**config.mk**
```make
export PLATFORM = sky130hd
export DESIGN_NAME = v1_lsu
export DESIGN_NICKNAME = d
export VERILOG_FILES = /design/src/rtl/v1_lsu.sv
export SDC_FILE = /design/constraint.sdc
export NUM_CORES = 1
export LEC_CHECK = 0
export ABC_CLOCK_PERIOD_IN_PS = 2900
export CAP_MARGIN = 15
export CORE_ASPECT_RATIO = 1.4
export CORE_MARGIN = 1
export CORE_UTILIZATION = 42
export DETAILED_ROUTE_END_ITERATION = 10
export HOLD_SLACK_MARGIN = 0.06
export PLACE_DENSITY = 0.88
export REMOVE_ABC_BUFFERS = 1
export SETUP_SLACK_MARGIN = 0.05
export SLEW_MARGIN = 15
export SYNTH_ARGS = -nofsm -noshare
export SYNTH_HDL_FRONTEND = slang
export SYNTH_SLANG_ARGS = --single-unit
```
**constraint.sdc**
```tcl
create_clock -name clk -period 2.9 [get_ports clk]
set_clock_uncertainty 0.05 [all_clocks]
set_input_delay 0.58 -clock clk [delete_from_list [all_inputs] [get_ports clk]]
set_output_delay 0.58 -clock clk [all_outputs]
set_load 0.03 [all_outputs]
```
**src/rtl/v1_lsu.sv**
```systemverilog
// v1_lsu: data-side load/store responder for the Eka v1 core (IDLE -> REQ -> DONE).
// Optional bus-ack timeout is compiled in with `define LSU_TIMEOUT_EN.
module v1_lsu #(
  parameter int unsigned TIMEOUT_CYCLES = 255
) (
  input  logic        clk,
  input  logic        reset,
  input  logic        mem_rd,
  input  logic        mem_wr,
  input  logic [2:0]  funct3,
  input  logic [31:0] addr,
  input  logic [31:0] wdata,
  output logic [31:0] rdata,
  output logic        stall,
  output logic        access_err,
  output logic        bus_req,
  output logic        bus_we,
  output logic [31:0] bus_addr,
  output logic [3:0]  bus_be,
  output logic [31:0] bus_wdata,
  input  logic        bus_ack,
  input  logic [31:0] bus_rdata
);

  typedef enum logic [1:0] {
    S_IDLE = 2'd0,
    S_REQ  = 2'd1,
    S_DONE = 2'd2
  } state_t;

  state_t      r_state;
  logic [2:0]  r_funct3;
  logic [1:0]  r_addr_lo;
  logic        r_err;

  logic        w_req;
  logic        w_store;
  logic        w_legal_f3;
  logic        w_misal;
  logic        w_bad;
  logic        w_go;
  logic [3:0]  w_be;
  logic [31:0] w_wdata;
  logic [7:0]  w_byte;
  logic [15:0] w_half;
  logic [31:0] w_load;

`ifdef LSU_TIMEOUT_EN
  localparam int unsigned CNT_W = (TIMEOUT_CYCLES > 255) ? $clog2(TIMEOUT_CYCLES + 1) : 8;
  localparam logic [CNT_W-1:0] TO_LAST = CNT_W'(TIMEOUT_CYCLES - 1);
  logic [CNT_W-1:0] r_cnt;
`endif

  // Request decode: legality, alignment, byte enables and lane-replicated store data
  always_comb begin
    w_req      = mem_rd | mem_wr;
    w_store    = mem_wr;
    w_legal_f3 = 1'b0;
    w_misal    = 1'b0;
    w_be       = 4'b1111;
    w_wdata    = wdata;
    case (funct3)
      3'b000, 3'b001, 3'b010: w_legal_f3 = 1'b1;
      3'b100, 3'b101:         w_legal_f3 = ~w_store;
      default:                w_legal_f3 = 1'b0;
    endcase
    case (funct3[1:0])
      2'b00: begin
        w_misal = 1'b0;
        w_be    = 4'b0001 << addr[1:0];
        w_wdata = {4{wdata[7:0]}};
      end
      2'b01: begin
        w_misal = addr[0];
        w_be    = 4'b0011 << addr[1:0];
        w_wdata = {2{wdata[15:0]}};
      end
      default: begin
        w_misal = (addr[1:0] != 2'b00);
        w_be    = 4'b1111;
        w_wdata = wdata;
      end
    endcase
    w_bad = w_req & (~w_legal_f3 | w_misal);
    w_go  = w_req & ~w_bad;
  end

  // Load extraction from the returned word using the latched offset and size
  always_comb begin
    w_byte = bus_rdata[7:0];
    w_half = r_addr_lo[1] ? bus_rdata[31:16] : bus_rdata[15:0];
    case (r_addr_lo)
      2'b00:   w_byte = bus_rdata[7:0];
      2'b01:   w_byte = bus_rdata[15:8];
      2'b10:   w_byte = bus_rdata[23:16];
      2'b11:   w_byte = bus_rdata[31:24];
      default: w_byte = bus_rdata[7:0];
    endcase
    case (r_funct3)
      3'b000:  w_load = {{24{w_byte[7]}}, w_byte};
      3'b001:  w_load = {{16{w_half[15]}}, w_half};
      3'b100:  w_load = {24'h000000, w_byte};
      3'b101:  w_load = {16'h0000, w_half};
      default: w_load = bus_rdata;
    endcase
  end

  // Stall and error must react in the request cycle itself, so they are partly combinational
  always_comb begin
    stall      = (r_state == S_REQ) | ((r_state == S_IDLE) & w_go);
    access_err = ((r_state == S_IDLE) & w_bad) | r_err;
  end

  // Transaction FSM with registered bus outputs and load result
  always_ff @(posedge clk) begin
    if (reset) begin
      r_state   <= S_IDLE;
      r_funct3  <= 3'b000;
      r_addr_lo <= 2'b00;
      r_err     <= 1'b0;
      rdata     <= 32'h0000_0000;
      bus_req   <= 1'b0;
      bus_we    <= 1'b0;
      bus_addr  <= 32'h0000_0000;
      bus_be    <= 4'b0000;
      bus_wdata <= 32'h0000_0000;
`ifdef LSU_TIMEOUT_EN
      r_cnt     <= '0;
`endif
    end else begin
      case (r_state)
        S_IDLE: begin
          r_err <= 1'b0;
          if (w_go) begin
            r_state   <= S_REQ;
            r_funct3  <= funct3;
            r_addr_lo <= addr[1:0];
            bus_req   <= 1'b1;
            bus_we    <= w_store;
            bus_addr  <= {addr[31:2], 2'b00};
            bus_be    <= w_be;
            bus_wdata <= w_wdata;
`ifdef LSU_TIMEOUT_EN
            r_cnt     <= '0;
`endif
          end else begin
            r_state <= S_IDLE;
          end
        end
        S_REQ: begin
          if (bus_ack) begin
            bus_req <= 1'b0;
            rdata   <= bus_we ? 32'h0000_0000 : w_load;
            r_state <= S_DONE;
          end
`ifdef LSU_TIMEOUT_EN
          else if (r_cnt == TO_LAST) begin
            bus_req <= 1'b0;
            rdata   <= 32'h0000_0000;
            r_err   <= 1'b1;
            r_state <= S_DONE;
          end else begin
            r_cnt <= r_cnt + CNT_W'(1);
          end
`else
          else begin
            r_state <= S_REQ;
          end
`endif
        end
        S_DONE: begin
          r_err   <= 1'b0;
          r_state <= S_IDLE;
        end
        default: begin
          bus_req <= 1'b0;
          r_err   <= 1'b0;
          r_state <= S_IDLE;
        end
      endcase
    end
  end

endmodule

```
-- Yosys cells after proc, flatten, opt, wreduce, memory -nomap -nowiden
Index checks and enable logic that the tools add are counted.
- register bits after elaboration: 107
- input port bits: 104
- output and inout bits: 104
- logic and storage cells: 62
- eq/ne operators: 15
- shift operators: 2
- mux-type cells: 14
- bitwise gates (word level): 11
- reductions and logical operators: 11
- operators with widths (operator ; count):
    $pmux 32 s4 ; 1
    $pmux 32 s2 ; 1
    $mux 32 ; 1
    $pmux 8 s4 ; 1
    $mux 16 ; 1
    $eq 3x3->1 const B ; 4
    $pmux 4 s2 ; 1
    $eq 2x1->1 const B ; 3
    $eq 2x2->1 const B ; 3
    $eq 3x1->1 const B ; 2
    $logic_not 2->1 ; 3
    $logic_not 3->1 ; 2
    $and 1x1->1 ; 4
    $ne 2x2->1 const B ; 2
    $not 1->1 ; 4
    $pmux 1 s2 ; 2
    $pmux 2 s2 ; 1
    $reduce_and 2->1 ; 2
    $shl 1x2->4 const A ; 1
    $shl 2x2->4 const A ; 1
    $eq 3x2->1 const B ; 1
    $mux 1 ; 3
    $or 1x1->1 ; 3
    $pmux 1 s3 ; 1
    5 further kinds ; 5

-- Logic depth before layout (Yosys ltp)
Gate-level depths: netlist (run 1).
- word-level depth: 10
- depth in mapped cells: 7
- depth with buffers taken out: 4

-- Worst setup path after synthesis (run 1)
OpenSTA, ideal clock, no wires.
- path type: input port to output port
- from: input port mem_wr
- to: output port access_err
- arrival time: 1.824 ns
- setup slack: 0.446 ns
- stages: 3
- cells stage by stage: a221o_1 -> nand2_1 -> nor4_1
- longest elaborated chain between the ends: 6
- elaborated cells between the ends (all ways): 7
- those cells by class: mux: 1; bitwise: 6
- ends and longest elaborated chain (element ; line ; RTL):
    start, declared ; 9 ; input logic mem_wr,
    $not 1->1 ; 64 ; 3'b100, 3'b101: w_legal_f3 = ~w_store;
    $pmux 1 s2 ; 62 ; case (funct3)
    $not 1->1 ; 84 ; w_bad = w_req & (~w_legal_f3 | w_misal);
    $or 1x1->1 ; 84 ;
    $and 1x1->1 (*) ; 84 ;
    $and 1x1->1 (*) ; 111 ; access_err = ((r_state == S_IDLE) & w_bad) | r_err;
    end, declared ; 15 ; output logic access_err,
Mark *: on every way between the ends. The rest lies on a longest branch, timed or not.

-- Worst setup path in the final report (run 1)
- from: input port addr[1]
- to: output port stall
- longest elaborated chain between the ends: 8
- ends and longest elaborated chain (element ; line ; RTL):
    start, declared ; 11 ; input logic [31:0] addr,
    $reduce_bool 2->1 ; 79 ; w_misal = (addr[1:0] != 2'b00);
    $pmux 1 s2 ; 67 ; case (funct3[1:0])
    $or 1x1->1 ; 84 ;
    $and 1x1->1 ; 84 ;
    $not 1->1 ; 85 ; w_go = w_req & ~w_bad;
    $and 1x1->1 ; 85 ;
    $and 1x1->1 ; 110 ; stall = (r_state == S_REQ) | ((r_state == S_IDLE) & w_go);
    $or 1x1->1 ; 110 ;
    end, declared ; 14 ; output logic stall,
No other way between the ends.

==> summary.txt, run 1 <==
Run status
  – Status: completed

Setup path
  – CP max FO: 4
  – Crit end category: output pin
  – CP Launch Type: input port
  – Worst Path Class, Setup: input port to output pin
  – Worst EP required: 2270 ps
  – Crit path DAT: 2110 ps

STA
  – Slew Limit Fails: 0
  – Final min period: 2740 ps
  – RSZ-0062 raised after global routing: no
  – Max-Slew Margin vs Limit: between 40% and 50%
  – Count of final setup violators: 0
  – FMAX: about 0.36 GHz
  – Slew @ Worst Pin: 775 ps
  – Final hold vios: 0
  – Tcrit/Tclk final: between 90 and 100%

Yosys
  – Post-synth EDFFs: 0
  – Syn Area/Cell: 8.27 um^2
  – Post-synthesis instance total: 558
  – Mapped Area: 4620 um^2
  – Ys Warns: 0
  – Synth top cells by count: nand2_1 (136), dfxtp_1 (107), a21oi_1 (65)
  – Area leader, netlist: dfxtp_1
  – Most common cell in the netlist: nand2_1
  – FFs w/ async S/R, synth: 0%
  – Distinct cells, synth: 45
  – Top cells by area, synth: dfxtp_1 (46%), nand2_1 (11%), a21oi_1 (7.0%)
  – Most common flop cell mapped by yosys: dfxtp_1
  – Top cell type's share of synthesized area: 46.4%
  – Register area share after synthesis: a little under half
  – Seq cells post-synth: roughly 110

Placed design
  – Final GP Congestion: 0.882
  – Detailed Place HPWL: 10600 um
  – Port bufs: 205
  – Post-DP Area: 6840 um^2
  – Placed Cells: 873

Drt
  – Iter 0 DRT Violations: 212
  – DRC Markers: 0
  – Antenna Nets Post-Route: 0
  – DR pass1 iterations: 6
  – Average wire per standard cell: 16.1 um
  – Vias per cell: roughly 5.5
  – Final WL: 14300 um
  – Vias post-DR: approximately 4900

Clock tree
  – Clock Path Buffers: 2
  – Cts bufs inserted: 9
  – Root Driver: clkbuf_16
  – Worst-path clk slew: 70 ps
  – Setup bufs post-CTS: 0
  – CTS tree: yes
  – Skew-Pair Late Insertion Delay: 340 ps
  – TritonCTS Sinks: 107
  – H-tree level count: 3
  – Hold Buf Count CTS: 0
  – PostCTS Resize Cnt: 0

Floorplanning
  – Die area: 11400 um^2
  – Number of top-level pins: 208
  – # rows: 44
  – Core box area: roughly 11000 um^2
  – Die height: 126 um
  – Initial Util: 43.9%
  – Die extent in x: 90.6 um

GRT
  – Vias in the first global route: 4756
  – GRT Total Usage: 24.5%
  – GRT overflow: 0
  – First-pass GRT wire length: about 23000 um
  – Initial antenna violation count: 0
  – Largest net degree at the start of global routing: 76

Cells and area
  – Share of cells above drive strength 1: between 6 and 7%
  – Layout Cell Area excl Fill: 7150 um^2
  – Final Instance Count excl. Fillers: 889
  – Final Net Count: 850
  – Core Util, Final: 68.0%
  – Fillers: 801
  – Register area: 2140 um^2
  – Multi-input combinational cell area: 2260 um^2
  – Antenna cells: 0
  – Area grow syn2layout: 54.9%

Flow run
  – MaxCap Viol Count: 0

Power
  – Tot Pwr: 0.00373 W
  – Cell Pwr Density: 521 nW/um^2
  – Worst VDD drop: 0.334 mV
  – Leak pwr: 2.60 nW

Worst hold path
  – Type of the tightest min-delay check: flip-flop to flip-flop
[cell type report]
class,instances,area share (%)
Clock buffer,9,3.15
Clock inverter,7,1.09
Inverter,10,0.525
Multi-Input combinational cell,394,31.6
Sequential cell,107,30.0
Tap cell,138,2.42
Timing Repair Buffer,224,31.3
[worst max-delay path, stage by stage]
cell and delay (ps):
clkdlybuf4s50_1 430, or4_4 580, a21oi_1 160, nor2_1 60, nor2_1 130, buf_4 180
[through the flow]
| stage | setup WS (ps) | hold WS [ps] | TNS [ps] |
|---|---|---|---|
| CTS | 89.5 | 406 | 0 |
| global placement | 44.7 | 390 | 0 |
| finish | 157 | 404 | 0 |
| global route | 105 | 429 | 0 |
| detailed placement | -48.3 | 396 | -156 |
| floorplan | -1230 | 406 | -81800 |
[cells by family (layout without fill, tap and decap cells)]
kind of cell | count (synthesis) | count (layout) | synth area share, %
muxes | 24 | 24 | 5.26
and+or+nand+nor | 202 | 202 | 18.0
other | 1 | 2 | 0.0812
DFF | 107 | 107 | 46.4
buffers and inverters | 58 | 250 | 4.99
AOI/OAI and AO/OA | 166 | 166 | 25.3
[state kept, by name, summed over array words and instances (netlist names)]
signal	cells
bus_addr	30
bus_be	4
bus_req	1
bus_wdata	32
bus_we	1
r_addr_lo	2
r_funct3	3
r_state	2
rdata	32
[cell usage in the layout, fill, tap and decap left out, types with 9 or more instances in the layout]
cell type          n
a211oi_1          11
a21oi_1           65
a221o_1           20
a311oi_1           9
buf_4             17
clkbuf_16          9
clkdlybuf4s50_1  202
dfxtp_1          107
inv_1              9
mux2i_1           22
nand2_1          136
nor2_1            34
nor3_1            10
o21ai_0           16
[routing by layer]
layer  GRT usage (%)  vias up  share of wire [%]
met3            6.34       33                7.6
li1                -     2338                  -
met5               0        -                  0
met4            9.58        0                2.5
met2            44.7      232                 52
met1            26.8     2291                 38
[report_power, final]
group	switching [W]	leakage [nW]	internal, W
Sequential	0.0000579	0.873	0.00156
Clock	0.000560	0.146	0.000676
Combinational	0.000473	1.58	0.000403
[path summary, 6_finish.rpt]
check	end	slack (ps)	startpoint	cells past startpoint
setup / recovery	stall	160	addr[1]	6
hold / removal	bus_addr[26]	400	bus_addr[26]	2
setup reg to reg	rdata[8]	840	r_state[0]	4
hold reg to reg	bus_addr[26]	400	bus_addr[26]	2
Power figures use the tool's default switching activity.
==> run 2, diff against run 1 <==
ABC_AREA = 1   (was default)
CORE_UTILIZATION = 43   (was 42)
SETUP_SLACK_MARGIN = 0.4   (was 0.05)
==> summary.txt, run 2 <==
Run status
  – Status: completed

Yosys
  – Syn Area/Cell: ~6.8 um^2
  – Most common cell in the netlist: nand2_1
  – Synth top cells by count: nand2_1 (168), nor2_1 (140), dfxtp_1 (107)
  – XOR/XNOR Fraction of Synth Area: 0%
  – Distinct cells, synth: 25
  – Top cells by area, synth: dfxtp_1 (44%), nand2_1 (13%), nor2_1 (11%)
  – Post-synthesis instance total: 704
  – Synth Area in Compound Gates: 15.4%
  – Area leader, netlist: dfxtp_1
  – Register area share after synthesis: 44.4%
  – FFs w/ async S/R, synth: 0%
  – Adder-Cell Fraction of Synth Area: 0%
  – Main combinational cell family by area after synthesis: simple AND/OR/NAND/NOR gates
  – Mapped Area: between 4000 and 5000 um^2
  – Post-synth EDFFs: 0
  – Top cell type's share of synthesized area: 44.4%
  – Mux contribution to synthesized area: 0%
  – Most common flop cell mapped by yosys: dfxtp_1
  – Simple-Gate Fraction of Synth Area: 31.9%
  – Seq cells post-synth: 107
  – Ys Warns: 0

STA
  – Slew @ Worst Pin: 715 ps
  – Slew Limit Fails: 0
  – Max-Slew Margin vs Limit: 52.3%
  – Final min period: around 2400 ps
  – Count of final setup violators: 0
  – Tcrit/Tclk final: 83.4%
  – FMAX: around 0.41 GHz
  – Setup TNS: 0 ps
  – Final hold vios: 0
  – RSZ-0062 raised after global routing: no

Setup path
  – Worst Setup SP: mem_rd
  – Max stage delay on crit path: 460 ps
  – CP Launch Type: input port
  – CP max FO: 2
  – Worst Path Class, Setup: input port to output pin
  – Reg2Reg Launch Point: r_addr_lo[1]
  – Crit path DAT: 1790 ps
  – Slowest library cell on the worst path: clkdlybuf4s50_1
  – Crit path cell chain: clkdlybuf4s50_1, nor2_1, nor3_2, a21boi_2, buf_12
  – Worst EP required: 2270 ps
  – Crit end category: output pin

Floorplanning
  – Die height: 127 um
  – Die extent in x: 91.5 um
  – Number of top-level pins: 208
  – # rows: 45
  – Die area: 11600 um^2
  – Core box area: between 10000 and 15000 um^2
  – Initial Util: 44.4%

Drt
  – Metal2 WL: slightly above 7000 um
  – DR pass1 iterations: 4
  – DRC Markers: 0
  – Length of routed met3 wiring: roughly 1300 um
  – Antenna Nets Post-Route: 0
  – Vias per cell: between 5 and 6
  – Final WL: about 15000 um
  – Iter 0 DRT Violations: 222
  – WL met1: 5730 um
  – DR top layer: met4
  – Vias post-DR: 5239
  – Average wire per standard cell: between 10 and 15 um

Cells and area
  – Most common cell after layout, fill and taps aside: clkdlybuf4s50_1
  – Most frequent cells in the layout: clkdlybuf4s50_1 (199), nand2_1 (167), nor2_1 (139), dfxtp_1 (107), o21ai_0 (58)
  – Antenna cells: 0
  – Biggest regs: bus_wdata x32, rdata x32, bus_addr x30
  – Final Net Count: ~1000
  – Final Instance Count excl. Fillers: 1038
  – Share of cells above drive strength 1: 6.35%
  – Area grow syn2layout: 51.4%

Clock tree
  – Clock Path Buffers: 2
  – Skew-Pair Late Insertion Delay: 350 ps
  – Root Driver: clkbuf_16
  – Cts bufs inserted: 9
  – Hold Buf Count CTS: 0
  – H-tree level count: 3
  – CTS tree: yes
  – TritonCTS Sinks: 107
  – Worst-path clk slew: 70 ps

GRT
  – Largest net degree at the start of global routing: 62
  – GRT overflow: 0
  – Initial antenna violation count: 0
  – First-pass GRT wire length: 23000 um
  – Vias in the first global route: between 4000 and 5000
  – GRT Total Usage: 25.1%

Power
  – Leak pwr: 2.93 nW
  – Worst VDD drop: 0.316 mV
  – Cell Pwr Density: 548 nW/um^2
  – Tot Pwr: 0.00400 W

Worst hold path
  – Type of the tightest min-delay check: flip-flop to flip-flop
  – Worst min-delay path startpoint: rdata[7]

Placed design
  – Placed Cells: 1019
  – Final GP Congestion: 0.864
  – Detailed Place HPWL: 10400 um
  – Port bufs: around 200

Flow run
  – MaxCap Viol Count: 0
[run 2: layout make-up]
| type | count | area [um^2] |
|---|---|---|
| timing repair buffer | 222 | 2230 |
| fill | 903 | 3570 |
| inverter | 37 | 143 |
| sequential | 107 | 2140 |
| clock inverter | 7 | 90.1 |
| multi-input combinational | 515 | 2300 |
| tap | 141 | 176 |
| clock buffer | 9 | 225 |
[run 2: logic make-up (layout without fill, tap and decap cells)]
kind of cell / Yosys count / in the layout
and+or+nand+nor: 369 / 369
AOI/OAI and AO/OA: 144 / 144
DFF: 107 / 107
buffers and inverters: 83 / 275
other: 1 / 2
[run 2: layer usage]
layer	track usage (%)	vias to the layer above
li1	-	2636
met1	28.8	2338
met2	43.5	239
met3	6.61	26
met4	11.4	0
met5	0	-
[run 2: through the flow]
| stage | instance area, um^2 | setup WS (ps) | hold slack (ps) | util (%) |
|---|---|---|---|---|
| floorplan | 4570 | 436 | 423 | - |
| global placement | 6950 | 246 | 400 | 63.9 |
| detailed placement | 6950 | 247 | 405 | 63.9 |
| CTS | 7270 | 349 | 416 | 66.9 |
| global route | 7300 | 408 | 435 | 67.2 |
| finish | 7300 | 481 | 414 | 67.2 |
[run 2: power breakdown]
group / internal (W) / switching, W
registers: 0.00158 / 0.0000611
logic: 0.000454 / 0.000605
clock network: 0.000695 / 0.000609
[run 2: path summary, 6_finish.rpt]
check                    end  slack, ps  cells after the start
setup reg to reg   rdata[23]        840                      7
hold reg to reg     rdata[7]        410                      2
setup / recovery  access_err        480                      5
hold / removal      rdata[7]        410                      2
[run 2: worst max-delay path, delay by kind of cell]
family / cells / cell delay, ps
buffers and inverters: 2 / 610
AOI/OAI and AO/OA: 1 / 280
and+or+nand+nor: 2 / 320
[run 2: timing repair]
item / in CTS / in global routing
setup buffers: 1 / 2
setup endpoints to repair: 2 / 2
endpoints found under the hold margin: 0 / 0
gates resized for setup: 1 / 6
pin swaps: 1 / 1
==> run 3, diff against run 2 <==
ABC_CLOCK_PERIOD_IN_PS = 1940   (was 2900)
CORE_UTILIZATION = 38   (was 43)
PLACE_DENSITY = 0.83   (was 0.88)
clock period = 1.94 ns   (was 2.9 ns; I/O delays follow)
==> summary.txt, run 3 (synthesis gave the netlist of run 2 again) <==
Run status
  – Status: completed

Flow run
  – MaxCap Viol Count: 0

Setup path
  – Crit path cell chain: dlygate4sd2_1, nor2_1, nand2_1, nand2_2, a21boi_2, buf_4, buf_12
  – Crit end category: output pin
  – Bufs and invs on worst path: 3
  – Worst Path Class, Setup: input port to output pin
  – Max stage delay on crit path: 340 ps
  – CP top delay family: buffers and inverters
  – Crit path DAT: ~1400 ps
  – CP max FO: 4
  – CP Launch Type: input port
  – Slowest library cell on the worst path: dlygate4sd2_1
  – Worst EP required: 1500 ps

STA
  – RSZ-0062 raised after global routing: yes
  – Setup TNS: 0 ps
  – Count of final setup violators: 0
  – Slew Limit Fails: 0
  – Tcrit/Tclk final: around 94%
  – Final Worst Setup Slack: around 110 ps
  – FMAX: 0.546 GHz
  – Final min period: between 1500 and 2000 ps
  – Final hold vios: 0

Drt
  – Vias post-DR: about 5600
  – Antenna Nets Post-Route: 0
  – DR pass1 iterations: 5
  – Iter 0 DRT Violations: 253
  – Vias per cell: 5.12
  – Average wire per standard cell: between 15 and 20 um
  – Final WL: 17100 um
  – DRC Markers: 0

Clock tree
  – Skew-Pair Late Insertion Delay: 350 ps
  – Hold Buf Count CTS: 0
  – Root Driver: clkbuf_16
  – H-tree level count: 3
  – Clock Path Buffers: 2
  – Worst-path clk slew: roughly 80 ps
  – TritonCTS Sinks: 107
  – Cts bufs inserted: 9
  – CTS tree: yes

Cells and area
  – Share of cells above drive strength 1: 24.0%
  – Antenna cells: 0
  – Area grow syn2layout: 66.5%
  – Biggest regs: bus_wdata x32, rdata x32, bus_addr x30
  – Most frequent cells in the layout: nand2_1 (164), nor2_1 (139), dfxtp_1 (105), clkdlybuf4s50_1 (95), clkbuf_2 (52)
  – Fillers: 992
  – Final Net Count: 1042
  – Most common cell after layout, fill and taps aside: nand2_1

Floorplanning
  – Die extent in x: 97.2 um
  – Core box area: 12400 um^2
  – Die area: 13200 um^2
  – # rows: 48
  – Initial Util: 39.0%
  – Number of top-level pins: 208
  – Die height: 135 um

Power
  – Worst VDD drop: 0.471 mV
  – Leak pwr: around 3.5 nW
  – Cell Pwr Density: approximately 780 nW/um^2

Worst hold path
  – Type of the tightest min-delay check: input port to flip-flop

Placed design
  – Final GP Congestion: 0.847
  – Dpl ws: -204 ps
  – Detailed Place HPWL: roughly 11000 um
  – Port bufs: ~210

GRT
  – Vias in the first global route: approximately 5400
  – GRT overflow: 0
  – GRT Total Usage: 25.4%
  – First-pass GRT wire length: 26700 um
  – Largest net degree at the start of global routing: 62
  – Initial antenna violation count: 0
run 3: changes by cell type in the layout (fill, tap and decap cells not counted), moves of 8 or more:
| cell | before | now |
|---|---|---|
| buf_4 | 15 | 23 |
| clkdlybuf4s15_1 | 0 | 34 |
| o21ai_1 | 24 | 13 |
| dlygate4sd2_1 | 0 | 8 |
| clkbuf_2 | 0 | 52 |
| buf_6 | 0 | 13 |
| clkdlybuf4s50_1 | 199 | 95 |
| o21ai_2 | 0 | 46 |
| o21ai_0 | 58 | 23 |
| clkdlybuf4s15_2 | 0 | 13 |
run 3: through the flow:
| stage | instance area, um^2 | cells | util (%) | power (W) | hold slack (ps) |
|---|---|---|---|---|---|
| after global routing | 8030 | 1093 | 64.9 | 0.00651 | 406 |
| after detailed placement | 7150 | 1050 | 57.8 | 0.00412 | 403 |
| final | 8030 | 1093 | 64.9 | 0.00623 | 404 |
| after floorplan | 4570 | 659 | - | 0.00331 | 407 |
| after global placement | 7150 | 1050 | 57.8 | 0.00410 | 399 |
| after CTS | 8150 | 1089 | 65.9 | 0.00620 | 395 |
run 3: path summary, 6_finish.rpt:
path | startpoint | endpoint | slack, ps | cells past startpoint
hold reg to reg | rdata[18] | rdata[18] | 420 | 2
setup reg to reg | r_state[1] | bus_addr[6] | 140 | 10
hold / removal | reset | r_addr_lo[1] | 400 | 3
setup / recovery | funct3[0] | access_err | 110 | 7
run 3: what timing repair did:
item	CTS	global route
setup buffers	12	1
endpoints found under the hold margin	0	0
setup endpoints to repair	193	175
pin swaps	14	6
gates cloned	11	3
gates resized for setup	307	107
run 3: layout make-up:
cell class | instances | area (um^2) | share of cell area (%)
Timing Repair inverter | 1 | 5.00 | 0.0623
Timing Repair Buffer | 265 | 2680 | 33.3
Tap cell | 150 | 188 | 2.34
Sequential cell | 107 | 2140 | 26.7
Multi-Input combinational cell | 517 | 2550 | 31.7
Inverter | 37 | 164 | 2.04
Clock inverter | 7 | 80.1 | 0.997
Clock buffer | 9 | 225 | 2.80
run 3: tightest hold or removal path, stage by stage:
cell     delay [ps]
buf_2           110
buf_4           230
a21oi_2          40
run 3: layer usage:
layer	vias up	part of all wire (%)	wire, um	GRT usage [%]
met5	-	0	0	0
met4	0	3.7	641	12.1
met3	44	7.9	1350	6.97
met2	266	51	8740	46.0
met1	2534	37	6370	27.1
li1	2747	-	-	-
run 3: where the power goes:
part | switching, W | internal, W
Clock | 0.000930 | 0.000922
Sequential | 0.0000925 | 0.00236
Combinational | 0.00108 | 0.000847
